==> src/rtl/atm_pkg.sv <==
// Shared definitions for the ATM ledger scheduler: field widths, opcodes
// and the transaction FSM state encoding.
package atm_pkg;

  localparam int BAL_W = 16;
  localparam int AMT_W = 11;
  localparam int IDX_W = 4;

  localparam logic [1:0] OP_BALANCE  = 2'b00;
  localparam logic [1:0] OP_WITHDRAW = 2'b01;
  localparam logic [1:0] OP_DEPOSIT  = 2'b10;
  localparam logic [1:0] OP_TRANSFER = 2'b11;

  typedef enum logic [2:0] {
    ST_IDLE  = 3'd0,
    ST_READ  = 3'd1,
    ST_EXEC  = 3'd2,
    ST_WRITE = 3'd3,
    ST_RESP  = 3'd4
  } state_t;

endpackage

==> src/rtl/atm_rr_arbiter.sv <==
// Round-robin arbiter: picks the first requesting terminal at or after the
// pointer position, wrapping around. Purely combinational, one-hot grant.
module atm_rr_arbiter #(
  parameter int N = 4,
  localparam int PW = (N > 1) ? $clog2(N) : 1
) (
  input  logic [N-1:0]  req,
  input  logic [PW-1:0] pointer,
  output logic [N-1:0]  grant
);

  logic [PW-1:0] idx;
  logic          found;

  // Scan from the pointer upwards and grant the first active request
  always_comb begin
    grant = '0;
    found = 1'b0;
    idx   = '0;
    for (int k = 0; k < N; k++) begin
      idx = PW'((int'(pointer) + k) % N);
      if (!found && req[idx]) begin
        grant[idx] = 1'b1;
        found      = 1'b1;
      end
    end
  end

endmodule

==> src/rtl/atm_ledger_scheduler.sv <==
// ATM ledger scheduler: arbitrates terminal requests round-robin and runs one
// ledger operation at a time through IDLE -> READ -> EXEC -> WRITE -> RESP.
// Optional feature macro: ATM_TXN_COUNT_EN adds a 16-bit successful
// transaction counter on port txn_count.
module atm_ledger_scheduler
  import atm_pkg::*;
#(
  parameter int NUM_TERM = 4,
  parameter int NUM_ACC  = 10,
  parameter int INIT_BAL = 500
) (
  input  logic                      clk,
  input  logic                      rst,
  input  logic [NUM_TERM-1:0]       req,
  input  logic [2*NUM_TERM-1:0]     op,
  input  logic [IDX_W*NUM_TERM-1:0] src_idx,
  input  logic [IDX_W*NUM_TERM-1:0] dst_idx,
  input  logic [AMT_W*NUM_TERM-1:0] amount,
  output logic [NUM_TERM-1:0]       gnt,
  output logic [NUM_TERM-1:0]       done,
  output logic                      err,
  output logic [BAL_W-1:0]          bal_out,
  output logic                      busy
`ifdef ATM_TXN_COUNT_EN
  ,
  output logic [BAL_W-1:0]          txn_count
`endif
);

  localparam int PW = (NUM_TERM > 1) ? $clog2(NUM_TERM) : 1;

  state_t               state;
  logic [PW-1:0]        rr_ptr;
  logic [NUM_TERM-1:0]  arb_grant;
  logic [PW-1:0]        grant_idx;
  logic [PW-1:0]        next_ptr;
  logic [NUM_TERM-1:0]  winner;

  logic [1:0]           sel_op;
  logic [IDX_W-1:0]     sel_src;
  logic [IDX_W-1:0]     sel_dst;
  logic [AMT_W-1:0]     sel_amt;

  logic [1:0]           op_q;
  logic [IDX_W-1:0]     src_q;
  logic [IDX_W-1:0]     dst_q;
  logic [AMT_W-1:0]     amt_q;

  logic [BAL_W-1:0]     ledger [NUM_ACC];
  logic [BAL_W-1:0]     src_bal;
  logic [BAL_W-1:0]     dst_bal;

  logic                 src_ok;
  logic                 dst_ok;
  logic [BAL_W-1:0]     amt_ext;
  logic [BAL_W:0]       src_sum;
  logic [BAL_W:0]       dst_sum;

  logic                 x_err;
  logic [BAL_W-1:0]     x_src;
  logic [BAL_W-1:0]     x_dst;
  logic                 x_wsrc;
  logic                 x_wdst;

  logic                 err_q;
  logic [BAL_W-1:0]     new_src_q;
  logic [BAL_W-1:0]     new_dst_q;
  logic                 wsrc_q;
  logic                 wdst_q;

  atm_rr_arbiter #(.N(NUM_TERM)) u_arb (
    .req     (req),
    .pointer (rr_ptr),
    .grant   (arb_grant)
  );

  assign busy = (state != ST_IDLE);

  // Winner index and its operand fields, selected from the one-hot grant
  always_comb begin
    grant_idx = '0;
    sel_op    = '0;
    sel_src   = '0;
    sel_dst   = '0;
    sel_amt   = '0;
    for (int i = 0; i < NUM_TERM; i++) begin
      if (arb_grant[i]) begin
        grant_idx = PW'(i);
        sel_op    = op[2*i +: 2];
        sel_src   = src_idx[IDX_W*i +: IDX_W];
        sel_dst   = dst_idx[IDX_W*i +: IDX_W];
        sel_amt   = amount[AMT_W*i +: AMT_W];
      end
    end
  end

  assign next_ptr = (int'(grant_idx) == NUM_TERM - 1) ? '0 : grant_idx + PW'(1);

  assign src_ok  = (int'(src_q) < NUM_ACC);
  assign dst_ok  = (int'(dst_q) < NUM_ACC);
  assign amt_ext = BAL_W'(amt_q);
  assign src_sum = {1'b0, src_bal} + {1'b0, amt_ext};
  assign dst_sum = {1'b0, dst_bal} + {1'b0, amt_ext};

  // Operation outcome from the captured operands and the balances read in READ
  always_comb begin
    x_err  = 1'b0;
    x_src  = src_bal;
    x_dst  = dst_bal;
    x_wsrc = 1'b0;
    x_wdst = 1'b0;
    if (!src_ok || (op_q == OP_TRANSFER && !dst_ok)) begin
      x_err = 1'b1;
    end else begin
      case (op_q)
        OP_WITHDRAW: begin
          if (amt_ext > src_bal) begin
            x_err = 1'b1;
          end else begin
            x_src  = src_bal - amt_ext;
            x_wsrc = 1'b1;
          end
        end
        OP_DEPOSIT: begin
          if (src_sum[BAL_W]) begin
            x_err = 1'b1;
          end else begin
            x_src  = src_sum[BAL_W-1:0];
            x_wsrc = 1'b1;
          end
        end
        OP_TRANSFER: begin
          if (amt_ext > src_bal || (src_q != dst_q && dst_sum[BAL_W])) begin
            x_err = 1'b1;
          end else if (src_q != dst_q) begin
            x_src  = src_bal - amt_ext;
            x_dst  = dst_sum[BAL_W-1:0];
            x_wsrc = 1'b1;
            x_wdst = 1'b1;
          end
        end
        default: begin
        end
      endcase
    end
  end

  // Transaction FSM with registered outputs and the ledger storage
  always_ff @(posedge clk or posedge rst) begin
    if (rst) begin
      state     <= ST_IDLE;
      gnt       <= '0;
      done      <= '0;
      err       <= 1'b0;
      bal_out   <= '0;
      rr_ptr    <= '0;
      winner    <= '0;
      op_q      <= '0;
      src_q     <= '0;
      dst_q     <= '0;
      amt_q     <= '0;
      src_bal   <= '0;
      dst_bal   <= '0;
      err_q     <= 1'b0;
      new_src_q <= '0;
      new_dst_q <= '0;
      wsrc_q    <= 1'b0;
      wdst_q    <= 1'b0;
      for (int a = 0; a < NUM_ACC; a++) begin
        ledger[a] <= BAL_W'(INIT_BAL);
      end
    end else begin
      case (state)
        ST_IDLE: begin
          if (|req) begin
            state  <= ST_READ;
            gnt    <= arb_grant;
            winner <= arb_grant;
            rr_ptr <= next_ptr;
            op_q   <= sel_op;
            src_q  <= sel_src;
            dst_q  <= sel_dst;
            amt_q  <= sel_amt;
          end
        end
        ST_READ: begin
          gnt     <= '0;
          src_bal <= src_ok ? ledger[src_q] : '0;
          dst_bal <= dst_ok ? ledger[dst_q] : '0;
          state   <= ST_EXEC;
        end
        ST_EXEC: begin
          err_q     <= x_err;
          new_src_q <= x_src;
          new_dst_q <= x_dst;
          wsrc_q    <= x_wsrc;
          wdst_q    <= x_wdst;
          state     <= ST_WRITE;
        end
        ST_WRITE: begin
          if (wsrc_q) begin
            ledger[src_q] <= new_src_q;
          end
          if (wdst_q) begin
            ledger[dst_q] <= new_dst_q;
          end
          done    <= winner;
          err     <= err_q;
          bal_out <= new_src_q;
          state   <= ST_RESP;
        end
        ST_RESP: begin
          done  <= '0;
          state <= ST_IDLE;
        end
        default: begin
          state <= ST_IDLE;
        end
      endcase
    end
  end

`ifdef ATM_TXN_COUNT_EN
  // Count successful operations as they enter RESP, wrapping naturally
  always_ff @(posedge clk or posedge rst) begin
    if (rst) begin
      txn_count <= '0;
    end else if (state == ST_WRITE && !err_q) begin
      txn_count <= txn_count + BAL_W'(1);
    end
  end
`endif

endmodule
==> config.mk <==
export PLATFORM = sky130hd
export DESIGN_NAME = atm_ledger_scheduler
export DESIGN_NICKNAME = d
export VERILOG_FILES = /design/src/rtl/atm_pkg.sv /design/src/rtl/atm_rr_arbiter.sv /design/src/rtl/atm_ledger_scheduler.sv
export SDC_FILE = /design/constraint.sdc
export NUM_CORES = 1
export LEC_CHECK = 0
export CAP_MARGIN = 20
export CELL_PAD_IN_SITES_DETAIL_PLACEMENT = 0
export CELL_PAD_IN_SITES_GLOBAL_PLACEMENT = 1
export CORE_MARGIN = 1
export CORE_UTILIZATION = 45
export DETAILED_ROUTE_END_ITERATION = 8
export PLACE_DENSITY_LB_ADDON = 0.1
export SKIP_LAST_GASP = 1
export SLEW_MARGIN = 20
export SYNTH_ARGS = -nofsm -noshare
export SYNTH_HDL_FRONTEND = slang
export SYNTH_HIERARCHICAL = 1
export SYNTH_SLANG_ARGS = --single-unit
==> constraint.sdc <==
create_clock -name clk -period 26.2 [get_ports clk]
set_clock_uncertainty 0.1 [all_clocks]
set_input_delay 3.93 -clock clk [delete_from_list [all_inputs] [get_ports clk]]
set_output_delay 3.93 -clock clk [all_outputs]
set_load 0.005 [all_outputs]
---- After elaboration in Yosys (flattened, before gate mapping) ----
Cells that the tools add are included.
word-level totals
  register bits ........................... 282
  output and inout port bits .............. 26
  word-level logic and storage cells ...... 178
cells by class
  $add $sub $neg .......................... 7
  magnitude comparators ................... 15
  equality and inequality tests ........... 10
  muxes and demuxes ....................... 88
  bitwise operators ....................... 5
  reduce and logical (&&, ||, !) cells .... 25
operators by type and width
  kind                  number
  $mux W160             3
  $bwmux W160           2
  $mux W16              17
  $bmux W16 S4          2
  $demux W16 S4         2
  $mux W4               13
  $pmux W16 S3          1
  $mux W11              4
  $add A16 B11 Y17      2
  $mux W1               23
  $gt A11 B16 Y1        1
  $pmux W4 S2           2
  $sub A16 B11 Y16      1
  $mux W2               7
  $lt A2 B3 Y1 const B  4
  $or A4 B4 Y4          3
  $pmux W3 S4           1
  $logic_and A1 B1 Y1   11
  $ge A5 B5 Y1 const B  2
  $lt A5 B1 Y1 const B  2
  $not A4 Y5            2
  $bmux W1 S2           4
  $demux W1 S2          4
  $ge A2 B1 Y1 const B  4
  19 further kinds      33

---- Depth between registers and ports, before layout ----
Gate-level depths: netlist of the first run.
  word-level depth ........................ 17
  mapped depth ............................ 16
  mapped depth without buffers ............ 14

---- Hierarchy ----
The synthesis of the first run kept the hierarchy.
by module, submodules not included
  module                times used  cells each  area an instance (um2)  sequential area each (um2)
  atm_ledger_scheduler  1           1845        16902.5                 7131.8
  atm_rr_arbiter        1           30          302.8                   0.0

---- Least setup slack after synthesis of the first run ----
OpenSTA, ideal clock, no wires.
  kind .................................... input-to-reg
  start ................................... input port req[3]
  end ..................................... register dst_q[3]
  arrival time ............................ 6.290 ns
  slack ................................... 19.673 ns
  cell stages on the path ................. 13
  cell sequence ........................... mux4_2 > nor4b_4 > a221o_1 > clkbuf_1 > nor2b_1 > clkbuf_1 > buf_1 > a22oi_1 > nor2_1 > a21oi_1 > nor2_1 > a211oi_1 > a21oi_1
between the ends
  elaborated cells on any way between the ends .. 30
RTL lines
  what                           line                         source
  from (decl)                    atm_ledger_scheduler.sv:14   input logic [NUM_TERM-1:0] req,
  $bmux W1 S2                    atm_rr_arbiter.sv:22         if (!found && req[idx]) begin
  $mux W1 (implied by the code)  atm_rr_arbiter.sv:22
  $mux W1                        atm_rr_arbiter.sv:22
  $logic_not A1 Y1               atm_rr_arbiter.sv:22
  $logic_and A1 B1 Y1            atm_rr_arbiter.sv:22
  $mux W1                        atm_rr_arbiter.sv:22
  $logic_not A1 Y1               atm_rr_arbiter.sv:22
  $logic_and A1 B1 Y1            atm_rr_arbiter.sv:22
  $mux W1                        atm_rr_arbiter.sv:22
  $logic_not A1 Y1               atm_rr_arbiter.sv:22
  $logic_and A1 B1 Y1            atm_rr_arbiter.sv:22
  $mux W4 *                      atm_rr_arbiter.sv:22
  via arb_grant[1]               atm_ledger_scheduler.sv:34   logic [NUM_TERM-1:0] arb_grant;
  $mux W4 * (3 in a row)         atm_ledger_scheduler.sv:87   if (arb_grant[i]) begin
  to (signal assigned)           atm_ledger_scheduler.sv:182  dst_q <= sel_dst;
  to (decl)                      atm_ledger_scheduler.sv:46   logic [IDX_W-1:0] dst_q;
Mark *: on every way through the listed nets, which the timed path passes. The rest lies on a longest branch. The select of a mux whose other input is x is not followed.
A chain may end at the register's enable or synchronous reset.

---- Final worst setup path of the first run ----
  start ................................... input port req[1]
  end ..................................... register src_q[3]
between the ends
  elaborated cells on any way between the ends .. 30
RTL lines
  what                           line                         source
  $bmux W1 S2                    atm_rr_arbiter.sv:22
  $mux W1 (implied by the code)  atm_rr_arbiter.sv:22
  $mux W1                        atm_rr_arbiter.sv:22
  $logic_not A1 Y1               atm_rr_arbiter.sv:22
  $logic_and A1 B1 Y1            atm_rr_arbiter.sv:22
  $mux W1                        atm_rr_arbiter.sv:22
  $logic_not A1 Y1               atm_rr_arbiter.sv:22
  $logic_and A1 B1 Y1            atm_rr_arbiter.sv:22
  $mux W1                        atm_rr_arbiter.sv:22
  $logic_not A1 Y1               atm_rr_arbiter.sv:22
  $logic_and A1 B1 Y1            atm_rr_arbiter.sv:22
  $mux W4 *                      atm_rr_arbiter.sv:22
  via arb_grant[1]               atm_ledger_scheduler.sv:34
  $mux W4 * (3 in a row)         atm_ledger_scheduler.sv:87
  to (signal assigned)           atm_ledger_scheduler.sv:181  src_q <= sel_src;
  to (decl)                      atm_ledger_scheduler.sv:45   logic [IDX_W-1:0] src_q;
Marked as above.

==> impl_metrics.json, run 1 <==
{
  "clkSlewWorstSetupHoldPaths_ns": 0.06,
  "synth.yosys.seq_area_share": 0.415,
  "first_pass_iters": 5,
  "cp.arrival_ns": 7.50,
  "hp-class": "flop to flop",
  "cts_hold_buf": 0,
  "die_w_um": 198,
  "startpoint": "req[1]",
  "tns_ns": 0,
  "dp_hpwl_um": 39000,
  "synth_cell_types": 70,
  "crit_type": "input port to flop",
  "async_flop_share": 1.00,
  "coreArea_sq_mm": 0.0377,
  "crit_end": "src_q[3]$_DFFE_PP0P_",
  "wl_per_cell_um": 24.9,
  "fillers": 3564,
  "final_cell_mix": "272 x nor2_1, 262 x a21oi_1, 218 x dfrtp_1",
  "cts_setup_buffers": 0,
  "fmax_ghz": 0.138,
  "grt-ovfl-total": 0,
  "drv_slew": 0,
  "final_layout_size_suffix_gt1_frac": 0.143,
  "postRouteAntennaNets": 0,
  "setup_viol": 0,
  "io_pins": 116,
  "multi_input_area_sq_mm": 0.00936,
  "grt_pass1_wl_um": 92200,
  "power_density_mw_per_mm2": 144,
  "p_leak_nw": 8.02,
  "initial_core_util": 0.457,
  "synth_ff_type": "dfrtp_1",
  "area_growth_pct": 14.6,
  "maxSlewHeadroom": 0.219,
  "dr_total_vias": 15400,
  "grt.total_usage": 0.311,
  "tightestPinTransition_ns": 1.17,
  "wl_um": 60100,
  "p_total_w": 0.00284,
  "drc": 0,
  "clockRootBuffer": "clkbuf_16",
  "cap_violations": 0,
  "die_h_um": 198,
  "htreeDepth": 2,
  "row_count": 71,
  "required_ns": 26.46,
  "rsz0062_at_grt": "false",
  "finalCritPeriodShare": 0.276,
  "placed_cell_area_sq_mm": 0.0186,
  "hold_slack_ns": 0.375,
  "drt_iter0_markers": 1585,
  "gp_congestion": 0.860,
  "syn-mean-instance-area_sq_um": 9.18,
  "min_period_ns": 7.24,
  "synthCells": 1875,
  "status": "finished, final reports clean",
  "yosys_register_bits": 282,
  "grt_pass1_vias": 14900,
  "ctsResizeCount": 0,
  "antenna_found_initial": 0,
  "r2r_cells": 12,
  "min_from": "bal_out[2]$_DFFE_PP0P_",
  "netlist_area_sq_mm": 0.0172,
  "syn_nets": 2007,
  "seq_area_sq_mm": 0.00714,
  "tritoncts": "yes",
  "clkSinkCount": 282,
  "via_per_inst": 6.37,
  "fin_nets": 2008,
  "startpoint_type": "input port",
  "hold_viol_final": 0,
  "synth-edff-count": 0,
  "r2r-start": "rr_ptr[0]$_DFFE_PP0P_",
  "dieArea_sq_mm": 0.0390,
  "diodes": 0,
  "timing.rr.end": "src_q[3]$_DFFE_PP0P_",
  "port_buffers": 115,
  "r2r_slack_ns": 22.05,
  "cts_buffer_depth": 3,
  "design_area_sq_mm": 0.0197,
  "ir_worst_vdd_uv": 80.9,
  "grt_max_degree": 155,
  "final_core_util": 0.524,
  "cp_max_fo": 27,
  "clock_latency_ns": 0.53,
  "crit_path_end_kind": "flop",
  "final_common_cell": "nor2_1",
  "cts_buffers": 35,
  "yosys_warnings": 6
}
[area by class of cell]
cell class,count,area share
clock buffer,55,0.0534
timing repair buffer,136,0.0670
sequential,282,0.362
clock inverter,9,0.00431
inverter,30,0.00622
multi-input combinational,1391,0.475
tap,511,0.0324
[worst min path at each step]
stage / endpoint / cells after the start
floorplan: err$_DFFE_PP0P_ / 2
global placement: bal_out[2]$_DFFE_PP0P_ / 2
detailed placement: bal_out[9]$_DFFE_PP0P_ / 2
CTS: bal_out[2]$_DFFE_PP0P_ / 2
global route: err$_DFFE_PP0P_ / 2
finish: bal_out[2]$_DFFE_PP0P_ / 2
[routing by layer]
metal,part of all wire,GRT usage
met3,0.077,0.0483
met1,0.43,0.443
met5,0,0
met4,0.030,0.106
met2,0.46,0.481
[cell usage after synthesis, types with 20 or more instances]
cell type  instances  area (sq um)
a21oi_1          272          1360
inv_1             29           109
buf_1             25          93.8
o21ai_0           49           245
ha_1              39           488
mux4_2            67          1510
nand2_1          159           597
dfrtp_1          222          5560
nand3_1           20           100
a22oi_1           51           383
nor2_1           274          1030
clkbuf_1         136           510
xnor2_1           31           272
o22ai_1          169          1060
dfstp_2           60          1580
a2bb2oi_1         25           219
mux2_2            32           360
a211oi_1          20           150
[stage by stage]
stage                     cells  setup WS (ns)
after floorplan            1875          14.49
after global placement     2350          18.37
after detailed placement   2350          18.47
after CTS                  2414          19.00
after global routing       2414          18.62
final                      2414          18.96
[critical path: stages]
cell,delay (ns)
clkdlybuf4s50_1,0.49
mux4_2,0.61
nor4b_4,0.38
a221o_1,0.88
nor2b_2,0.37
a22oi_1,0.25
nor2_1,0.06
a21oi_1,0.13
nor2_1,0.05
a211oi_1,0.27
a21oi_1,0.07
[registers in the layout, indices dropped and copies added, names as in the netlist, 2 cells and up]
name       flops
bal_out       16
op_q           2
dst_bal       16
ledger       160
done           4
gnt            4
src_q          4
amt_q         11
new_src_q     16
dst_q          4
rr_ptr         2
src_bal       16
state          3
new_dst_q     16
winner         4
[power breakdown]
group | leakage [nW] | internal (W) | switching (W)
clock | 0.563 | 0.000287 | 0.000195
combinational | 3.99 | 0.000609 | 0.000831
sequential | 3.47 | 0.000640 | 0.000274
[kinds of logic (layout without fill, tap and decap cells)]
group                      after synthesis  in the layout  synth area share
xor gates and xnor gates                40             40            0.0204
adders and majority gates               42             42            0.0319
muxes                                  110            110             0.116
buffers and inverters                  202            230            0.0455
AOI/OAI and AO/OA                      671            671             0.241
DFF                                    282            282             0.415
and+or+nand+nor                        528            528             0.131
Power figures use the tool's default switching activity.
==> run 2, diff against run 1 <==
Clock period 26.2 ns to 6.7 ns, I/O delays scaled along.
==> impl_metrics.json, run 2 (same netlist as run 1, synthesis figures left out) <==
{
  "status": "finished, final reports clean",
  "grt_pass1_vias": 15300,
  "grt.total_usage": 0.317,
  "antenna_found_initial": 0,
  "fin_nets": 2012,
  "regMostFlops": "ledger",
  "drv_slew": 0,
  "first_pass_iters": 6,
  "wl_per_cell_um": 25.2,
  "cp_max_fo": 27,
  "port_buffers": 115,
  "crit_type": "input port to flop",
  "maxSlewHeadroom": 0.203,
  "crit_end": "src_q[3]$_DFFE_PP0P_",
  "fmax_ghz": 0.233,
  "clock_latency_ns": 0.55,
  "p_leak_nw": 8.08,
  "grt-ovfl-total": 0,
  "startpoint_type": "input port",
  "min_period_ns": 4.29,
  "io_pins": 116,
  "clockRootBuffer": "clkbuf_16",
  "diodes": 0,
  "dieArea_sq_mm": 0.0390,
  "finalCritPeriodShare": 0.640,
  "ir_worst_vdd_uv": 280,
  "crit_path_end_kind": "flop",
  "dr_total_vias": 15400,
  "initial_core_util": 0.457,
  "cp.arrival_ns": 4.56,
  "via_per_inst": 6.36,
  "final_layout_size_suffix_gt1_frac": 0.144,
  "ctsResizeCount": 0,
  "r2r_slack_ns": 2.54,
  "drt_iter0_markers": 1679,
  "coreArea_sq_mm": 0.0377,
  "drc": 0,
  "hold_slack_ns": 0.377,
  "timing.rr.end": "src_q[3]$_DFFE_PP0P_",
  "cts_setup_buffers": 0,
  "r2r_cells": 12,
  "die_w_um": 198,
  "postRouteAntennaNets": 0,
  "cap_violations": 0,
  "dp_hpwl_um": 39800,
  "htreeDepth": 2,
  "die_h_um": 198,
  "tns_ns": 0,
  "r2r-start": "rr_ptr[0]$_DFFE_PP0P_",
  "tritoncts": "yes",
  "cts_buffers": 36,
  "final_cell_mix": "274 x nor2_1, 262 x a21oi_1, 218 x dfrtp_1",
  "clkSlewWorstSetupHoldPaths_ns": 0.06,
  "grt_max_degree": 159,
  "gp_congestion": 0.863,
  "grt_pass1_wl_um": 93600,
  "hp-class": "flop to flop",
  "required_ns": 6.97,
  "rsz0062_at_grt": "false",
  "power_density_mw_per_mm2": 569,
  "row_count": 71,
  "cts_hold_buf": 0,
  "largest_reg_flops": 160,
  "area_growth_pct": 15.5,
  "wl_um": 60900,
  "cts_buffer_depth": 3,
  "hold_viol_final": 0,
  "clkSinkCount": 282,
  "startpoint": "req[1]",
  "final_common_cell": "nor2_1",
  "tightestPinTransition_ns": 1.20,
  "setup_viol": 0
}
-- run 2: worst max-delay path, stage by stage --
cell	delay, ns
clkdlybuf4s50_1	0.49
mux4_2	0.62
nor4b_4	0.39
a221o_1	0.90
nor2b_2	0.39
a22oi_1	0.26
nor2_1	0.06
a21oi_1	0.13
nor2_1	0.05
a211oi_1	0.21
a21oi_1	0.06
-- run 2: worst min-delay path by stage --
stage,from,to,cells after the start
final,bal_out[4]$_DFFE_PP0P_,bal_out[4]$_DFFE_PP0P_,2
after global routing,bal_out[3]$_DFFE_PP0P_,bal_out[3]$_DFFE_PP0P_,2
after CTS,bal_out[4]$_DFFE_PP0P_,bal_out[4]$_DFFE_PP0P_,2
after detailed placement,winner[0]$_DFFE_PP0P_,winner[0]$_DFFE_PP0P_,2
after global placement,bal_out[4]$_DFFE_PP0P_,bal_out[4]$_DFFE_PP0P_,2
after floorplan,err_q$_DFFE_PP0N_,err$_DFFE_PP0P_,2
-- run 2: cell type report --
class,count,area (sq um)
fill,3483,17800
multi-input combinational,1391,9380
sequential,282,7140
timing repair buffer,139,1350
clock buffer,55,1030
tap,511,639
clock inverter,11,210
inverter,30,119
-- run 2: per-stage QoR --
stage	total power [W]	instance area (sq um)	util	instances	worst slack [ns]
4_1_cts	0.0112	19800	0.526	2417	2.45
3_5_place_dp	0.00912	18600	0.493	2351	1.88
6_report	0.0113	19900	0.528	2419	2.41
2_1_floorplan	0.00740	17200	-	1875	1.91
5_1_grt	0.0120	19900	0.528	2419	2.12
3_3_place_gp	0.00902	18600	0.493	2351	1.78
-- run 2: metal layers --
metal  wire, um  up-vias  GRT usage
li1           -     6903          -
met1      25900     7727      0.434
met2      28700      657      0.505
met3       4850      106     0.0621
met4       1550        0      0.100
met5          0        -          0
-- run 2: where the power goes --
group          switching [W]  internal, W  total [W]
registers            0.00107      0.00250    0.00357
logic                0.00329      0.00239    0.00568
clock network       0.000798      0.00126    0.00206
total                0.00515      0.00615     0.0113
